<file path="src/rtl/booth_pp_accum_if.sv">
// booth_pp_accum_if: partial-product input and product output handshakes (err_o present with BOOTH_PP_ACCUM_CHK_EN)
interface booth_pp_accum_if #(parameter int LENGTH = 8);
  localparam int NDIG = LENGTH / 4;
  localparam int CW = $clog2(NDIG) + 1;
  logic [LENGTH+3:0] pp_i;
  logic pp_valid_i;
  logic pp_ready_o;
  logic pp_last_i;
  logic [2*LENGTH-1:0] prod_o;
  logic prod_valid_o;
  logic prod_ready_i;
  logic [CW-1:0] dig_cnt_o;
`ifdef BOOTH_PP_ACCUM_CHK_EN
  logic err_o;
  modport master (output pp_i, pp_valid_i, pp_last_i, prod_ready_i, input pp_ready_o, prod_o, prod_valid_o, dig_cnt_o, err_o);
  modport slave (input pp_i, pp_valid_i, pp_last_i, prod_ready_i, output pp_ready_o, prod_o, prod_valid_o, dig_cnt_o, err_o);
`else
  modport master (output pp_i, pp_valid_i, pp_last_i, prod_ready_i, input pp_ready_o, prod_o, prod_valid_o, dig_cnt_o);
  modport slave (input pp_i, pp_valid_i, pp_last_i, prod_ready_i, output pp_ready_o, prod_o, prod_valid_o, dig_cnt_o);
`endif
endinterface

</file>
<file path="src/rtl/booth_pp_accum.sv">
// booth_pp_accum: accumulates radix-16 Booth partial products into a signed product (optional checker: BOOTH_PP_ACCUM_CHK_EN)
module booth_pp_accum #(parameter int LENGTH = 8) (
  input logic clk_i,
  input logic rst_i,
  booth_pp_accum_if.slave bus
);
  localparam int NDIG = LENGTH / 4;
  localparam int CW = $clog2(NDIG) + 1;
  localparam int W = 2 * LENGTH;
  typedef enum logic {ACC, OUT} state_t;
  state_t state_q, state_d;
  logic [W-1:0] acc_q, acc_d, prod_q, prod_d, ext, sum;
  logic [CW-1:0] cnt_q, cnt_d;
  logic accept, last;
  assign ext = {{(W-LENGTH-4){bus.pp_i[LENGTH+3]}}, bus.pp_i};
  assign sum = acc_q + (ext << {cnt_q, 2'b00});
  assign accept = bus.pp_valid_i && state_q == ACC;
  assign last = cnt_q == CW'(NDIG - 1);
  assign bus.pp_ready_o = state_q == ACC;
  assign bus.prod_valid_o = state_q == OUT;
  assign bus.prod_o = prod_q;
  assign bus.dig_cnt_o = cnt_q;
  // weight each digit by 16^k; the last digit publishes the sum and re-arms the accumulator
  always_comb begin
    acc_d = accept ? (last ? '0 : sum) : acc_q;
    cnt_d = accept ? (last ? '0 : cnt_q + CW'(1)) : cnt_q;
    prod_d = accept && last ? sum : prod_q;
    state_d = state_q == ACC ? (accept && last ? OUT : ACC) : (bus.prod_ready_i ? ACC : OUT);
  end
  // state and datapath registers
  always_ff @(posedge clk_i) begin
    if (rst_i) begin
      state_q <= ACC;
      acc_q <= '0;
      cnt_q <= '0;
      prod_q <= '0;
    end else begin
      state_q <= state_d;
      acc_q <= acc_d;
      cnt_q <= cnt_d;
      prod_q <= prod_d;
    end
  end
`ifdef BOOTH_PP_ACCUM_CHK_EN
  localparam logic signed [LENGTH+3:0] LIM = {2'b01, {(LENGTH+2){1'b0}}};
  logic err_q, err_d, oor;
  assign oor = $signed(bus.pp_i) > LIM || $signed(bus.pp_i) < -LIM;
  assign err_d = err_q | (accept && ((bus.pp_last_i != last) || oor));
  assign bus.err_o = err_q;
  // sticky framing / range error, cleared only by reset
  always_ff @(posedge clk_i) err_q <= rst_i ? 1'b0 : err_d;
`else
  logic unused_last;
  assign unused_last = bus.pp_last_i;
`endif
endmodule

</file>
<file path="src/flat_wrapper.sv">
// flat-port wrapper written by rule: the top's interface ports become plain ports
module booth_pp_accum_flat 
#(parameter int LENGTH = 8)
  (clk_i, rst_i, bus_pp_i, bus_pp_valid_i, bus_pp_last_i, bus_prod_ready_i, bus_pp_ready_o, bus_prod_o, bus_prod_valid_o, bus_dig_cnt_o);
  booth_pp_accum_if #(.LENGTH(LENGTH)) bus_i ();
  input logic clk_i;
  input logic rst_i;
  input wire logic [$bits(bus_i.pp_i)-1:0] bus_pp_i;
  input wire logic [$bits(bus_i.pp_valid_i)-1:0] bus_pp_valid_i;
  input wire logic [$bits(bus_i.pp_last_i)-1:0] bus_pp_last_i;
  input wire logic [$bits(bus_i.prod_ready_i)-1:0] bus_prod_ready_i;
  output wire logic [$bits(bus_i.pp_ready_o)-1:0] bus_pp_ready_o;
  output wire logic [$bits(bus_i.prod_o)-1:0] bus_prod_o;
  output wire logic [$bits(bus_i.prod_valid_o)-1:0] bus_prod_valid_o;
  output wire logic [$bits(bus_i.dig_cnt_o)-1:0] bus_dig_cnt_o;
  assign bus_i.pp_i = bus_pp_i;
  assign bus_i.pp_valid_i = bus_pp_valid_i;
  assign bus_i.pp_last_i = bus_pp_last_i;
  assign bus_i.prod_ready_i = bus_prod_ready_i;
  assign bus_pp_ready_o = bus_i.pp_ready_o;
  assign bus_prod_o = bus_i.prod_o;
  assign bus_prod_valid_o = bus_i.prod_valid_o;
  assign bus_dig_cnt_o = bus_i.dig_cnt_o;
  booth_pp_accum #(.LENGTH(LENGTH)) u_core (.clk_i(clk_i), .rst_i(rst_i), .bus(bus_i));
endmodule
</file>
<file path="config.mk">
export PLATFORM = sky130hd
export DESIGN_NAME = booth_pp_accum_flat
export DESIGN_NICKNAME = d
export VERILOG_FILES = /design/src/rtl/booth_pp_accum_if.sv /design/src/rtl/booth_pp_accum.sv /design/src/flat_wrapper.sv
export SDC_FILE = /design/constraint.sdc
export NUM_CORES = 1
export LEC_CHECK = 0
export ABC_AREA = 1
export CAP_MARGIN = 10
export CORE_ASPECT_RATIO = 1.75
export CORE_UTILIZATION = 45
export DETAILED_ROUTE_END_ITERATION = 7
export GPL_ROUTABILITY_DRIVEN = 1
export PLACE_DENSITY = 0.72
export SETUP_SLACK_MARGIN = 0.5
export SLEW_MARGIN = 20
export SYNTH_ARGS = -nofsm -noshare
export SYNTH_HDL_FRONTEND = slang
export SYNTH_SLANG_ARGS = --single-unit
</file>
<file path="constraint.sdc">
create_clock -name clk_i -period 2.39 [get_ports clk_i]
set_input_delay 0.3585 -clock clk_i [delete_from_list [all_inputs] [get_ports clk_i]]
set_output_delay 0.3585 -clock clk_i [all_outputs]
set_load 0.01 [all_outputs]
</file>
==> results of run 1 <==
flip-flops by register name, indices dropped and copies added (netlist names):
signal,cells
u_core.bus.prod_o,16
u_core.bus.prod_valid_o,1
u_core.bus.dig_cnt_o,2
u_core.acc_q,16
where the power goes:
part / internal (mW) / leakage (nW) / switching [mW]
clock network: 0.264 / 0.0515 / 0.243
logic: 0.490 / 1.53 / 0.582
registers: 0.634 / 0.288 / 0.0500
total: 1.39 / 1.87 / 0.875
logic make-up (layout without fill, tap and decap cells):
group                      Yosys count  in the layout
AOI/OAI and AO/OA                   51             51
adders and majority gates           16             16
muxes                                3              3
DFF                                 35             35
xor gates and xnor gates             7              7
buffers and inverters               72            144
and+or+nand+nor                    208            208
metal layers:
layer,vias to the layer above,GRT usage,part of all wire
li1,1359,-,-
met1,1315,0.283,0.37
met2,124,0.477,0.53
met3,39,0.0436,0.052
met4,0,0.143,0.053
met5,-,0,0
final timing paths:
kind / to / cells after the start / slack (ns) / startpoint
max: u_core.bus.prod_o[15] / 16 / 0.05 / u_core.bus.dig_cnt_o[0]
min: u_core.acc_q[4] / 2 / 0.48 / u_core.acc_q[4]
max reg2reg: u_core.bus.prod_o[15] / 16 / 0.05 / u_core.bus.dig_cnt_o[0]
min reg2reg: u_core.acc_q[4] / 2 / 0.48 / u_core.acc_q[4]
metrics by stage:
step | instance area [um^2] | utilization | setup WS (ns) | TNS, ns
floorplan | 2530 | - | 0.398 | 0
finish | 3980 | 0.750 | 0.0466 | 0
detailed placement | 3040 | 0.574 | -0.156 | -0.723
CTS | 3600 | 0.679 | 0.274 | 0
global route | 3980 | 0.750 | -0.0276 | -0.0276
global placement | 3040 | 0.574 | -0.101 | -0.364
cell usage after synthesis, drive strengths merged, types with 4 or more instances:
| cell type | count |
|---|---|
| o21ai | 12 |
| clkbuf | 4 |
| nor3 | 4 |
| ha | 15 |
| dfxtp | 35 |
| nand3 | 21 |
| a21oi | 30 |
| nor2 | 51 |
| buf | 8 |
| inv | 60 |
| nand2 | 129 |
| xor2 | 6 |
layout make-up:
class	instances	area [um^2]	share of cell area
Multi-Input combinational cell	285	2110	0.530
Timing Repair Buffer	75	716	0.180
Sequential cell	35	708	0.178
Inverter	60	244	0.0614
Clock buffer	8	100	0.0252
Tap cell	74	92.6	0.0233
Timing Repair inverter	1	8.76	0.00220
critical path: cells and delay by family, from the launching register on:
kind / cells / cell delay [ns]
DFF: 1 / 0.50
AOI/OAI and AO/OA: 2 / 0.30
and+or+nand+nor: 9 / 0.84
adders and majority gates: 1 / 0.22
buffers and inverters: 4 / 0.38
repair_timing:
action | CTS | global route
resized for setup | 71 | 62
cloned | 0 | 1
endpoints found under the setup margin | 26 | 27
setup buffers | 11 | 7
hold buffers | 0 | 0
pin swaps | 29 | 44
==> impl_metrics.tcl, run 1 <==
set metrics [dict create \
    synth-seq-cells 35 \
    slew_headroom 0.697 \
    ioPinCount 37 \
    p_total_mw 2.26 \
    syn-instance-count 392 \
    cts_tree "built" \
    yosysSeqAreaShare 0.280 \
    synth_top_area_cell "dfxtp_1" \
    htree_levels 2 \
    vias_per_cell 5.27 \
    synth-compound-area-share 0.116 \
    final_common_cell "nand2_1" \
    synth_top_area_share 0.280 \
    worst_pin_slew_ns 0.453 \
    cts_buffers 5 \
    synth.avg_cell_area_um2 6.38 \
    dp_cells 511 \
    synth-simple-area-share 0.356 \
    numPortBuffers 35 \
    drtPass1Iterations 5 \
    synth_top_family_by_area "simple AND/OR/NAND/NOR gates" \
    cp_common_cell "nand2_2" \
    max_freq_ghz 0.427 \
    drtIter0Drc 142 \
    synthTopCellsByArea "dfxtp_1 (28%), nand2_1 (19%), inv_1 (8.1%)" \
    holdWs_ns 0.476 \
    synthArstFlopShare 0 \
    grt_max_degree 29 \
    core_um2 5300 \
    cp_cell_sequence "buf_6 > buf_6 > a21oi_2 > a22oi_2 > ha_4 > nand2_4 > inv_2 > nand2_1 > nor3_2 > nand2_1 > nand2_1 > nand2_2 > nand2_2 > nand2_2 > nand2_2 > inv_1" \
    timing.final.max_slew_violations 0 \
    die-area_um2 5870 \
    rsz0062_at_grt "true" \
    synth_xor_xnor_area_share 0.0245 \
    root_buffer "clkbuf_8" \
    cts_max_path_buffers 2 \
    synthAdderAreaFrac 0.0830 \
    detail-route-antenna-nets 0 \
    drc 0 \
    cp_slowest_cell "dfxtp_4" \
    die_width_um 58.4 \
    synth_edf_count 0 \
    initial_core_util 0.472 \
    grt_usage 0.264 \
    cap_violations 0 \
    place_congestion 0.836 \
    final_nets 496 \
    overflow 0 \
    run_status "completed" \
    hold_viol 0 \
    clock-sinks 35 \
    synth_mux_area_frac 0.0120 \
    min-delay-path-class "flip-flop to flip-flop" \
    crit_fanout 7 \
    n_fill_cell 357 \
    power_leakage_nw 1.87 \
    synth_area_um2 2500 \
    path_clk_slew_ns 0.08 \
    drt-total-wl_um 8470 \
    insertion_delay_ns 0.31 \
    period_share 0.980 \
    cp.arrival_ns 2.55 \
    grt_first_pass_wirelength_um 11700 \
    drive_above_1_share 0.362 \
    grt_pass1_vias 2625 \
    start_kind "flip-flop" \
    final_cells 538 \
    finalClockSkew_ns 0.0150 \
    num_rows 35 \
    antenna_found_initial 0 \
    worst_ir_drop_vdd_mv 0.420 \
    finalSetupViolCount 0 \
    layout_common_cells "nand2_1 (90), inv_1 (49), nor2_1 (42), dfxtp_1 (33), clkdlybuf4s50_1 (32)" \
    die_y_um 101 \
    cp_data_required_time_ns 2.59 \
    pwr_density_cell_nw_per_um2 569 \
    yosysUniqueCellTypes 32 \
    area_growth_pct 58.8 \
    yosys_warnings 0 \
    wl_per_cell_um 15.7 \
    dp_hpwl_um 4740 \
    ys_dominant_reg_cell "dfxtp_1" \
    syn_nets 425 \
    slowest_delay_ns 0.50 \
    antenna_cells 0 \
    crit_path_end_kind "flip-flop" \
    critPathKind "flip-flop to flip-flop" \
    final.min_clock_period_ns 2.34 \
    vias 2837 \
]
Note: power is estimated with default switching activity, not from simulation.
==> run 2, diff against run 1 <==
CTS_CLUSTER_DIAMETER = 50   (was not set)
RECOVER_POWER = 25   (was not set)
==> run 2 against run 1 <==
Effect of this change:
- sequential share of layout area about the same
- via count increased by 0.46%
- sequential power about the same
- clock skew decreased by 0.0025 ns
- highest routed layer unchanged
- routed wire length increased by 0.24%
- clock-buffer cell count unchanged
- non-clock buffer count unchanged
- maximum frequency about the same
==> impl_metrics.tcl, run 2 (synthesis gave the netlist of run 1 again) <==
set metrics [dict create \
    cts_buffers 5 \
    drt-total-wl_um 8490 \
    slowest_delay_ns 0.50 \
    pwr_density_cell_nw_per_um2 568 \
    cp_slowest_cell "dfxtp_4" \
    period_share 0.980 \
    clock-sinks 35 \
    grt_usage 0.264 \
    power_leakage_nw 1.90 \
    rr_endpoint "u_core.bus.prod_o[15]" \
    dp_hpwl_um 4740 \
    ioPinCount 37 \
    antenna_found_initial 0 \
    layout_common_cells "nand2_1 (91), inv_1 (49), nor2_1 (42), dfxtp_1 (33), buf_4 (30)" \
    cts_tree "built" \
    max_freq_ghz 0.427 \
    hold_viol 0 \
    vias_per_cell 5.30 \
    p_total_mw 2.25 \
    rsz0062_at_grt "true" \
    topRoutingLayerUsed "met4" \
    numPortBuffers 35 \
    holdBufCountCts 0 \
    crit_fanout 7 \
    detail-route-antenna-nets 0 \
    critPathKind "flip-flop to flip-flop" \
    rr_worst_depth 16 \
    die-area_um2 5870 \
    grt_pass1_vias 2625 \
    n_fill_cell 359 \
    timing.final.max_slew_violations 0 \
    grt_max_degree 29 \
    wl_per_cell_um 15.8 \
    wl_met2_um 4490 \
    insertion_delay_ns 0.31 \
    antenna_cells 0 \
    path_clk_slew_ns 0.08 \
    drive_above_1_share 0.358 \
    cp_data_required_time_ns 2.59 \
    final_common_cell "nand2_1" \
    finalClockSkew_ns 0.0125 \
    whs_path_depth 2 \
    die_width_um 58.4 \
    drtPass1Iterations 5 \
    die_y_um 101 \
    place_congestion 0.836 \
    fin_util 0.749 \
    finalSetupViolCount 0 \
    crit_path_end_kind "flip-flop" \
    drc 0 \
    grt_first_pass_wirelength_um 11700 \
    regToRegSetupSlack_ns 0.05 \
    wl_met1_um 3040 \
    area_growth_pct 58.6 \
    cp.arrival_ns 2.55 \
    drtIter0Drc 156 \
    cts_max_path_buffers 2 \
    final.min_clock_period_ns 2.34 \
    hold_end "u_core.acc_q[4]" \
    htree_levels 2 \
    worst_ir_drop_vdd_mv 0.417 \
    min_from "u_core.acc_q[4]" \
    root_buffer "clkbuf_8" \
    start_kind "flip-flop" \
    cp_common_cell "nand2_2" \
    regToRegStartpoint "u_core.bus.dig_cnt_o[0]" \
    num_rows 35 \
    final_nets 496 \
    worst_pin_slew_ns 0.898 \
    cap_violations 0 \
    min-delay-path-class "flip-flop to flip-flop" \
    wl_met3_um 519 \
    vias 2850 \
    overflow 0 \
    cp_cell_sequence "buf_6 > buf_6 > a21oi_2 > a22oi_2 > ha_4 > nand2_4 > inv_2 > nand2_1 > nor3_2 > nand2_1 > nand2_1 > nand2_2 > nand2_2 > nand2_2 > nand2_2 > inv_1" \
    slew_headroom 0.402 \
    core_um2 5300 \
    run_status "completed" \
    initial_core_util 0.472 \
]
## run 2: changes by cell type in the layout (fill, tap and decap cells not counted), sizes merged
cell           change
buf                -1
clkdlybuf4s50     -10
dlygate4sd3       +10
clkbuf             +1
## run 2: critical path: cells and delay by family, from the launching register on
kind,cells,cell delay [ns]
simple gates,9,0.84
compound gates,2,0.30
flops,1,0.50
buf+inv,4,0.38
fa+ha+maj,1,0.22
## run 2: timing repair
item | in CTS | in global routing
buffers inserted | 11 | 7
pin swaps | 29 | 44
gates resized for setup | 71 | 62
endpoints found under the hold margin | 0 | 0
endpoints found under the setup margin | 26 | 27
gates cloned | 0 | 1
## run 2: stage by stage
step	instance area, um^2	setup TNS [ns]	setup slack, ns	hold slack, ns	cells
finish	3970	0	0.0472	0.475	538
global route	3970	-0.0278	-0.0278	0.509	538
CTS	3600	0	0.274	0.478	530
detailed placement	3040	-0.723	-0.156	0.466	511
global placement	3040	-0.364	-0.101	0.461	511
floorplan	2530	0	0.398	0.449	392
## run 2: worst max-delay path by stage
stage                            startpoint               endpoint  slack, ns  cells past startpoint
floorplan           u_core.bus.dig_cnt_o[0]  u_core.bus.prod_o[14]       0.40                     17
global placement                bus_pp_i[0]  u_core.bus.prod_o[15]      -0.10                     13
detailed placement              bus_pp_i[0]  u_core.bus.prod_o[15]      -0.16                     13
CTS                 u_core.bus.dig_cnt_o[0]       u_core.acc_q[14]       0.27                     13
global route        u_core.bus.dig_cnt_o[0]  u_core.bus.prod_o[15]      -0.03                     16
finish              u_core.bus.dig_cnt_o[0]  u_core.bus.prod_o[15]       0.05                     16
## run 2: layer usage
| metal | vias up | track usage |
|---|---|---|
| met2 | 147 | 0.477 |
| li1 | 1357 | - |
| met3 | 34 | 0.0436 |
| met5 | - | 0 |
| met4 | 0 | 0.143 |
| met1 | 1312 | 0.283 |
## run 2: cell type report
| type | instances | area, um^2 | share of cell area |
|---|---|---|---|
| Timing Repair inverter | 1 | 8.76 | 0.00221 |
| Sequential cell | 35 | 708 | 0.178 |
| Inverter | 60 | 244 | 0.0615 |
| Multi-Input combinational cell | 285 | 2100 | 0.530 |
| Timing Repair Buffer | 75 | 712 | 0.179 |
| Clock buffer | 8 | 100 | 0.0252 |
| Tap cell | 74 | 92.6 | 0.0233 |
## run 2: power by group
part | internal, mW | leakage (nW) | switching (mW)
clock network | 0.263 | 0.0515 | 0.237
logic | 0.484 | 1.56 | 0.584
registers | 0.634 | 0.288 | 0.0501
total | 1.38 | 1.90 | 0.871
==> run 3, diff against run 2 <==
CTS_CLUSTER_DIAMETER = 150   (was 50)
==> results of run 3 <==
The final DEF is identical to that of run 2; final timing and power are the same.
